## src/rtl/router_pkg.sv

```systemverilog
// Shared definitions for the parametrised router synchroniser and its per-port timers.
// Holds the default geometry and the address-width helper.
package router_pkg;

    localparam int DEFAULT_NUM_PORTS = 3;
    localparam int DEFAULT_TIMEOUT   = 30;
    localparam int MAX_PORTS         = 16;

    // $clog2 returns 0 for a single port; an address field must be at least one bit wide.
    function automatic int addr_width(input int n);
        return (n <= 2) ? 1 : $clog2(n);
    endfunction

endpackage

```

## src/rtl/router_sync_timer.sv

```systemverilog
// Per-port stall timer: pulses soft_reset for one cycle after TIMEOUT consecutive
// edges on which the port holds valid data that nobody reads.
module router_sync_timer #(
    parameter int TIMEOUT = 30,
    parameter int TMR_W   = $clog2(TIMEOUT + 1)
) (
    input  logic clock,
    input  logic reset,
    input  logic vld,
    input  logic rd,
    output logic soft_reset
);

    logic [TMR_W-1:0] timer;
    logic             stall;

    assign stall = vld & ~rd;

    // The counter restarts from zero on every pulse, so it never exceeds TIMEOUT-1.
    always_ff @(posedge clock or posedge reset) begin
        if (reset) begin
            timer      <= '0;
            soft_reset <= 1'b0;
        end else if (!stall) begin
            timer      <= '0;
            soft_reset <= 1'b0;
        end else if (timer == TMR_W'(TIMEOUT - 1)) begin
            timer      <= '0;
            soft_reset <= 1'b1;
        end else begin
            timer      <= timer + TMR_W'(1);
            soft_reset <= 1'b0;
        end
    end

endmodule

```

## src/rtl/router_sync_param.sv

```systemverilog
// Router synchroniser: latches the header address, steers the FSM write strobe to one
// output FIFO, reports its full flag, derives valid flags and times out stalled ports.
module router_sync_param
    import router_pkg::*;
#(
    parameter int NUM_PORTS = DEFAULT_NUM_PORTS,
    parameter int ADDR_W    = addr_width(NUM_PORTS),
    parameter int TIMEOUT   = DEFAULT_TIMEOUT,
    parameter int TMR_W     = $clog2(TIMEOUT + 1)
) (
    input  logic                 clock,
    input  logic                 reset,
    input  logic                 detect_add,
    input  logic [ADDR_W-1:0]    data_in,
    input  logic                 write_enb_reg,
    input  logic [NUM_PORTS-1:0] read_enb,
    input  logic [NUM_PORTS-1:0] full,
    input  logic [NUM_PORTS-1:0] empty,
    output logic                 fifo_full,
    output logic [NUM_PORTS-1:0] vld_out,
    output logic [NUM_PORTS-1:0] soft_reset,
    output logic [NUM_PORTS-1:0] write_enb,
    output logic                 addr_err
);

    if (NUM_PORTS < 2 || NUM_PORTS > MAX_PORTS) begin : g_bad_ports
        $error("router_sync_param: NUM_PORTS out of range");
    end
    if (TIMEOUT < 2) begin : g_bad_timeout
        $error("router_sync_param: TIMEOUT must be at least 2");
    end

    localparam logic [31:0] NUM_PORTS_U = 32'(NUM_PORTS);

    logic [ADDR_W-1:0] addr_reg;
    logic              addr_valid;
    logic              data_in_ok;

    assign data_in_ok = (32'(data_in) < NUM_PORTS_U);

    // An out-of-range address is kept in addr_reg but marked invalid, which
    // blocks every write and masks fifo_full until the next good header.
    always_ff @(posedge clock or posedge reset) begin
        if (reset) begin
            addr_reg   <= '0;
            addr_valid <= 1'b0;
            addr_err   <= 1'b0;
        end else if (detect_add) begin
            addr_reg   <= data_in;
            addr_valid <= data_in_ok;
            addr_err   <= ~data_in_ok;
        end else begin
            addr_err   <= 1'b0;
        end
    end

    // Decodes the registered address, so a header strobe in the same cycle as a
    // write still steers that write to the previous destination.
    always_comb begin
        write_enb = '0;
        fifo_full = 1'b0;
        for (int i = 0; i < NUM_PORTS; i++) begin
            if (addr_valid && (32'(addr_reg) == 32'(i))) begin
                write_enb[i] = write_enb_reg;
                fifo_full    = full[i];
            end
        end
    end

    assign vld_out = ~empty;

    for (genvar g = 0; g < NUM_PORTS; g++) begin : g_timer
        router_sync_timer #(
            .TIMEOUT (TIMEOUT),
            .TMR_W   (TMR_W)
        ) u_timer (
            .clock      (clock),
            .reset      (reset),
            .vld        (vld_out[g]),
            .rd         (read_enb[g]),
            .soft_reset (soft_reset[g])
        );
    end

endmodule

```

## config.mk

```make
export PLATFORM = sky130hd
export DESIGN_NAME = router_sync_param
export DESIGN_NICKNAME = d
export VERILOG_FILES = /design/src/rtl/router_pkg.sv /design/src/rtl/router_sync_timer.sv /design/src/rtl/router_sync_param.sv
export SDC_FILE = /design/constraint.sdc
export NUM_CORES = 1
export LEC_CHECK = 0
export CAP_MARGIN = 0
export CORE_UTILIZATION = 46
export DETAILED_ROUTE_END_ITERATION = 16
export PLACE_DENSITY = 0.78
export SLEW_MARGIN = 40
export SYNTH_ARGS = -nofsm -noshare
export SYNTH_HDL_FRONTEND = slang
export SYNTH_HIERARCHICAL = 1
export SYNTH_SLANG_ARGS = --single-unit
```

## constraint.sdc

```tcl
create_clock -name clock -period 1.4 [get_ports clock]
set_input_delay 0.42 -clock clock [delete_from_list [all_inputs] [get_ports clock]]
set_output_delay 0.42 -clock clock [all_outputs]
set_load 0.005 [all_outputs]
```

==> results of run 1 <==
==> power groups by stage <==
stage	sequential [mW]	clock, mW	combinational [mW]
4_1_cts	0.670	0.356	0.142
2_1_floorplan	0.679	0	0.0566
5_1_grt	0.675	0.384	0.168
6_report	0.671	0.343	0.149
3_3_place_gp	0.682	0	0.143
3_5_place_dp	0.683	0	0.148
==> synth_stat cells <==
cell                       count  share of area
sky130_fd_sc_hd__nand2_1       1         0.0038
sky130_fd_sc_hd__xnor2_1       3          0.027
sky130_fd_sc_hd__nor3b_1       5          0.038
sky130_fd_sc_hd__ha_1          6          0.077
sky130_fd_sc_hd__mux2_1        2          0.023
sky130_fd_sc_hd__dfrtp_1      22           0.56
sky130_fd_sc_hd__inv_1        10          0.038
sky130_fd_sc_hd__nor3_1        1         0.0051
sky130_fd_sc_hd__and2_1        1         0.0064
sky130_fd_sc_hd__and3_1        1         0.0064
sky130_fd_sc_hd__o21ai_1       1         0.0051
sky130_fd_sc_hd__nand3_1       6          0.031
sky130_fd_sc_hd__nand3b_1      4          0.031
sky130_fd_sc_hd__xor2_1        6          0.054
sky130_fd_sc_hd__nor2_1       17          0.065
sky130_fd_sc_hd__nand4_1       3          0.019
sky130_fd_sc_hd__mux2i_1       1          0.010
==> per-layer routing <==
layer	global-route usage	vias up	part of all wire
li1	-	365	-
met1	0.185	363	0.43
met2	0.283	25	0.50
met3	0.0333	5	0.049
met4	0.117	0	0.025
met5	0	-	0
==> timing repair <==
action	4_1_cts	5_1_grt
buffers inserted	3	1
pin swaps	4	1
hold buffers	0	0
hold endpoints to repair	0	0
setup endpoints to repair	11	8
resized for setup	39	6
==> critical path, stage by stage, from the launching register on <==
cell and delay (ps):
sky130_fd_sc_hd__dfrtp_1 430, sky130_fd_sc_hd__buf_4 150, sky130_fd_sc_hd__buf_6 110, sky130_fd_sc_hd__nor3_2 150
sky130_fd_sc_hd__buf_2 140
==> how the worst min path moves through the flow <==
stage | startpoint | cells past startpoint | endpoint
2_1_floorplan | reset | 1 | addr_err$_DFF_PP0_
3_3_place_gp | g_timer[1].u_timer/timer[0]$_DFF_PP0_ | 1 | g_timer[1].u_timer/timer[0]$_DFF_PP0_
3_5_place_dp | g_timer[2].u_timer/timer[0]$_DFF_PP0_ | 1 | g_timer[2].u_timer/timer[0]$_DFF_PP0_
4_1_cts | reset | 2 | addr_reg[1]$_DFFE_PP0P_
5_1_grt | reset | 2 | addr_reg[1]$_DFFE_PP0P_
6_report | reset | 2 | addr_reg[1]$_DFFE_PP0P_
==> cell type report <==
class | count | area, um2 | area share
inverter | 10 | 37.5 | 0.0280
clock buffer | 4 | 36.3 | 0.0271
sequential | 22 | 551 | 0.411
multi-input combinational | 58 | 410 | 0.306
timing repair buffer | 33 | 272 | 0.203
tap | 27 | 33.8 | 0.0252
==> kinds of logic after synthesis <==
logic type                 after synthesis  share of synthesized area
adders and majority gates                6                     0.0765
and+or+nand+nor                         39                      0.205
buffers and inverters                   10                     0.0383
AOI/OAI and AO/OA                        1                    0.00510
muxes                                    3                     0.0332
DFF                                     22                      0.561
xor gates and xnor gates                 9                     0.0804
==> results summary, run 1 <==
The run finished, with violations left. The checks that failed: setup timing. CTS built an H-tree with a depth of 1. The reported net switching power came out at 0.265 mW. Excluding fillers, the count of instances in the completed layout stands at 154. The clock network power share came out at 0.295. The maximum vdd drop is 0.459 mV. The total iterations of the first detailed-routing run is 4. After layout, the minimum clock period comes to 1700 ps. In this run the remaining antenna-violating nets after routing total 0. The max-capacitance violation count is 0.

For this block, the initial DRC count from the detailed router was 5. The final weighted congestion in routability-driven placement came out at 0.758. The core area came out at 1980 um2. The netlist uses 17 different library cells.

The count of inserted antenna diode cells came out at 0. After technology mapping, the gate count stands at 90. Tracing the worst setup path back leads to its startpoint at addr_reg[0]$_DFFE_PP0P_. In the final layout, the share of cells above drive strength 1 is 0.181. Setup repair after global routing could not meet its margin everywhere. The reg-to-reg endpoint is g_timer[0].u_timer/timer[4]$_DFF_PP0_. The area of all placed cells without fillers came out at 1340 um2. Once placement finished, the instance area stood at 1290 um2. In this run the power density over the cells is 868 nW/um2. The number of global-route vias before repair is 662. The share of the clock period used by the worst path is 1.22. Counting the fill cells in the layout gives 154. The share of total power dissipated in combinational logic is 0.128. The chip height is 48.2 um. The worst setup slack for register-to-register paths came out at 250 ps. The worst path setup slack after routing came out at -302 ps. The global-route wire length before repair came out at 2550 um.

The worst reg-to-reg path cell count came out at 4. The wire-length estimate of the detail-placed layout is 1320 um. The number of buffers created by CTS is 3. The fraction of the yosys area taken by sequential cells came out at 0.561. The fraction of power spent switching nets came out at 0.228. The count of buffers from port buffering is 25. The number of register bits inferred by synthesis is 22. For this run the aggregate overflow at the end of global routing stands at 0. At the worst endpoint, the required time is 980 ps. The design draws 1.16 mW. The DRC violations left came out at 0. Timing would allow up to 588 MHz. Data on the critical path arrives at its endpoint at 1280 ps. Using the TritonRoute via totals, the vias-per-cell ratio works out to 4.92.

The detail-routed net length per standard cell came out at 11.7 um. The number of failing setup endpoints in the final timing report is 4. The width of the die is 48.2 um.

Final hold analysis gives a worst-case slack of 382 ps. The total standard cell area after synthesis is 981 um2. The transition at the pin with the smallest max-transition slack is 245 ps. The post-synthesis net count is 111. The worst-case setup slack after placement came out at -728 ps. The final number of max-transition violations came out at 0. The number of flip-flops in the largest register is 15. The layout overhead on the synthesized area came out at 36.6%. The yosys synthesis warning count came out at 6. The clock tree root buffer cell is sky130_fd_sc_hd__clkbuf_4.

The number of antenna violations at the first check in global routing came to 0. For this configuration, the core starts out at a cell density of 0.495. STA classifies the critical path endpoint as an output port. Cell internal power was estimated by the tool at 0.898 mW. STA classifies the critical path startpoint as a flop. The total track usage is 0.166. The tightest min-delay check is of the in -> async type. The share of power burned in registers is 0.577.

The CTS sink count came out at 22. The library cells used most frequently in the layout, excluding fill and tap cells, are sky130_fd_sc_hd__dfrtp_1, sky130_fd_sc_hd__nor2_1, sky130_fd_sc_hd__inv_1. The type of the setup path with the least slack is reg -> out. For the final database, setup skew stands at 2.04 ps. The most critical setup path has its endpoint at write_enb[0]. Clock-pin slew was measured on the worst setup and hold paths at 120 ps. TritonCTS built the clock tree. The largest net degree at the start of global routing is 13. The number of core rows is 16.

Wires add up to 1800 um. The tightest slew margin relative to the limit came out at 0.836. The most common library cell in the layout ignoring fill and taps is sky130_fd_sc_hd__dfrtp_1.

The overall die area came out at 2320 um2. The count of boundary I/O pins came out at 26. In this run, placement finished with an instance count of 146. The layout net count came out at 149. The number of hold-slack violations in the final timing report came out at 0. The source of the worst register-to-register timing path is g_timer[0].u_timer/timer[0]$_DFF_PP0_. The via count of the routed design came out at 758. The maximum fanout count along the critical path is 4. The later-pin clock latency in the skew report came out at 300 ps. The maximum clock insertion buffer count came out at 2. The standby leakage power is 0.655 nW. The post-synthesis average cell area came out at 10.9 um2. The final sum of negative setup slack is -1180 ps. The final cell utilization of the core is 0.676.
(Power assumes the default switching activity.)
==> run 2, diff against run 1 <==
CORE_ASPECT_RATIO = 1.25   (was unset)
==> run 2 against run 1 <==
  * The run still ends with setup timing left
  * Worst hold slack better by 6.3 ps
  * Sequential power barely moved
  * Via count is 0.79% lower
  * Critical path depth rose by 1
  * Largest power group unchanged
  * Count of clock-buffer cells in the layout is 1 lower
  * Total power shrank 6.9%
  * Combinational power barely moved
==> results summary, run 2 (same netlist as run 1, synthesis figures left out) <==
The count of buffers from port buffering came out at 25 (unchanged). The later-pin clock latency in the skew report is 290 ps (about the same). The width of the die is 43.3 um (-10%). The max-capacitance violation count came out at 0 (unchanged). The count of inserted antenna diode cells is 0 (unchanged). The non-filler instance count after layout came out at 148 (-3.9%).

The count of boundary I/O pins came out at 26 (unchanged). The core area came out at 1980 um2 (unchanged). The DRC violations left is 0 (unchanged). The number of buffers created by CTS came out at 3 (unchanged). The standby leakage power is 0.668 nW (+1.9%).

The number of antenna violations at the first check in global routing is 0 (unchanged). STA classifies the critical path endpoint as an output port. The vias per cell came out at 5.08 (+3.2%). The detail-routed net length per standard cell came to 11.9 um (+2.3%). The layout overhead on the synthesized area is 35.2%.

Leaving out fill and tap cells, the most frequent cell in the layout is sky130_fd_sc_hd__dfrtp_1. The final reports fail on setup timing. The largest net degree at the start of global routing is 12 (-1). The power density normalized to cell area came out at 816 nW/um2 (-5.9%). The run finished, with violations left.

The via count of the routed design is 752 (-0.79%). The number of flip-flops in the largest register came out at 15 (unchanged). The required time of the critical path is 980 ps (about the same). The total iterations of the first detailed-routing run was 4 (unchanged).

The share of the clock period used by the worst path is 1.18 (-0.0330). The number of core rows is 18 (+2). The aggregate global routing overflow came to 0 (unchanged). The maximum fanout count along the critical path is 1 (-3). The min-delay analysis places its worst path in the category in -> async.

The antenna violation net count after detailed routing came to 0 (unchanged). The clock tree root buffer cell is sky130_fd_sc_hd__clkbuf_4. The effective utilization at floorplan came out at 0.495 (unchanged).

The global-route wire length before repair is 2860 um (+12%). The multi-input combinational cell area is 410 um2 (unchanged). The number of hold-slack violations in the final timing report is 0 (unchanged).

The smallest hold slack is 389 ps (+6.31 ps). The top cell types in the final layout, fill and taps aside, are sky130_fd_sc_hd__dfrtp_1, sky130_fd_sc_hd__nor2_1, sky130_fd_sc_hd__inv_1, sky130_fd_sc_hd__buf_4, sky130_fd_sc_hd__dlygate4sd2_1. The CTS sink count came to 22 (unchanged).

The tightest slew margin relative to the limit is 0.845 (+0.00879). The H-tree depth reported by CTS is 1 (unchanged). The critical path is of the in -> out type. The chip height came to 53.6 um (+11%). The highest attainable clock frequency came to 604 MHz (+2.8%). The number of filler instances in the final layout came out at 176 (+14%).

The DRC violation total after the first TritonRoute iteration is 5 (unchanged). The layout net count is 151 (+1.3%). The share of final-layout standard cells stronger than drive strength 1 is 0.203 (+0.0220). The transition at the pin with the smallest max-transition slack came out at 232 ps (-13.2 ps). The category of the worst setup path launch point is an input port.

The final weighted congestion in routability-driven placement came out at 0.764 (+0.73%). The worst path setup slack after routing came out at -256 ps (+46.2 ps). The final critical-path required period is 1660 ps (-46.2 ps). The maximum clock insertion buffer count is 2 (unchanged). The endpoint arrival time on the critical path is 1240 ps (-40 ps). The number of hold buffers added after cts came out at 0 (unchanged). The overall die area was 2320 um2 (about the same). The CTS tree is yes.

The detailed placement HPWL is 1290 um (-2.7%). The final number of max-transition violations is 0 (unchanged). The number of failing setup endpoints in the final timing report is 4 (unchanged). The number of placed instances with taps included was 139 (-4.8%). The register area was 553 um2 (+0.45%).

The maximum vdd drop is 0.555 mV (+21%). The wire length reported by the detailed router was 1770 um (-1.7%). The total track usage is 0.165 (-0.00153). The clock-pin slew reported for the worst setup and hold paths after clock tree synthesis came out at 110 ps (about the same). The final setup skew came out at 3.42 ps (+1.38 ps). Setup repair after global routing could not meet its margin everywhere. The number of global-route vias before repair came out at 729 (+10%).
[run 2: changes by cell type in the layout (fill, tap and decap cells not counted), sizes merged]
cell,previous run,this run
buf,15,17
clkbuf,4,3
clkdlybuf4s15,4,0
dlygate4sd2,6,10
[run 2: path summary, 6_finish.rpt]
path	from	endpoint	slack, ps	cells after the start
worst min register to register	g_timer[2].u_timer/timer[0]$_DFF_PP0_	g_timer[2].u_timer/timer[0]$_DFF_PP0_	490	1
worst max register to register	g_timer[1].u_timer/timer[0]$_DFF_PP0_	g_timer[1].u_timer/timer[2]$_DFF_PP0_	260	4
min in group clock	g_timer[2].u_timer/timer[0]$_DFF_PP0_	g_timer[2].u_timer/timer[0]$_DFF_PP0_	490	1
worst max-delay path	full[2]	fifo_full	-260	5
worst min-delay path	reset	addr_valid$_DFFE_PP0P_	390	2
max in group asynchronous	reset	g_timer[0].u_timer/timer[1]$_DFF_PP0_	790	2
[run 2: metal layers]
layer / up-vias / GRT usage / share of wire
met5: - / 0 / 0
met4: 0 / 0.0758 / 0.010
met3: 4 / 0.0403 / 0.084
met2: 32 / 0.284 / 0.51
met1: 348 / 0.195 / 0.40
li1: 368 / - / -
[run 2: worst max-delay path: stages]
cell and delay (ps):
sky130_fd_sc_hd__clkdlybuf4s50_1 460, sky130_fd_sc_hd__nand3b_1 70, sky130_fd_sc_hd__o21ai_1 60, sky130_fd_sc_hd__and2_1 120, sky130_fd_sc_hd__buf_2 100
[run 2: power breakdown]
part	switching, mW	leakage [nW]	internal (mW)
logic	0.0616	0.361	0.0883
registers	0.0186	0.293	0.653
clock network	0.161	0.0138	0.0999
[run 2: area by class of cell]
cell class | count | share of cell area
inverter | 10 | 0.0283
timing repair buffer | 35 | 0.209
sequential | 22 | 0.417
tap | 20 | 0.0189
multi-input combinational | 58 | 0.309
clock buffer | 3 | 0.0170
[run 2: repair_timing]
item	CTS	global route
gates resized for setup	41	1
setup buffers	4	2
endpoints found under the setup margin	11	4
pin swaps	3	2
[run 2: through the flow]
| stage | instance area, um2 | setup TNS (ps) | worst slack [ps] | util | power [mW] |
|---|---|---|---|---|---|
| 6_report | 1330 | -794 | -256 | 0.669 | 1.08 |
| 5_1_grt | 1330 | -1030 | -330 | 0.669 | 1.14 |
| 4_1_cts | 1310 | -549 | -285 | 0.659 | 1.09 |
| 3_5_place_dp | 1290 | -4180 | -702 | 0.649 | 0.830 |
| 3_3_place_gp | 1290 | -3890 | -676 | 0.649 | 0.825 |
| 2_1_floorplan | 981 | 0 | 199 | - | 0.736 |
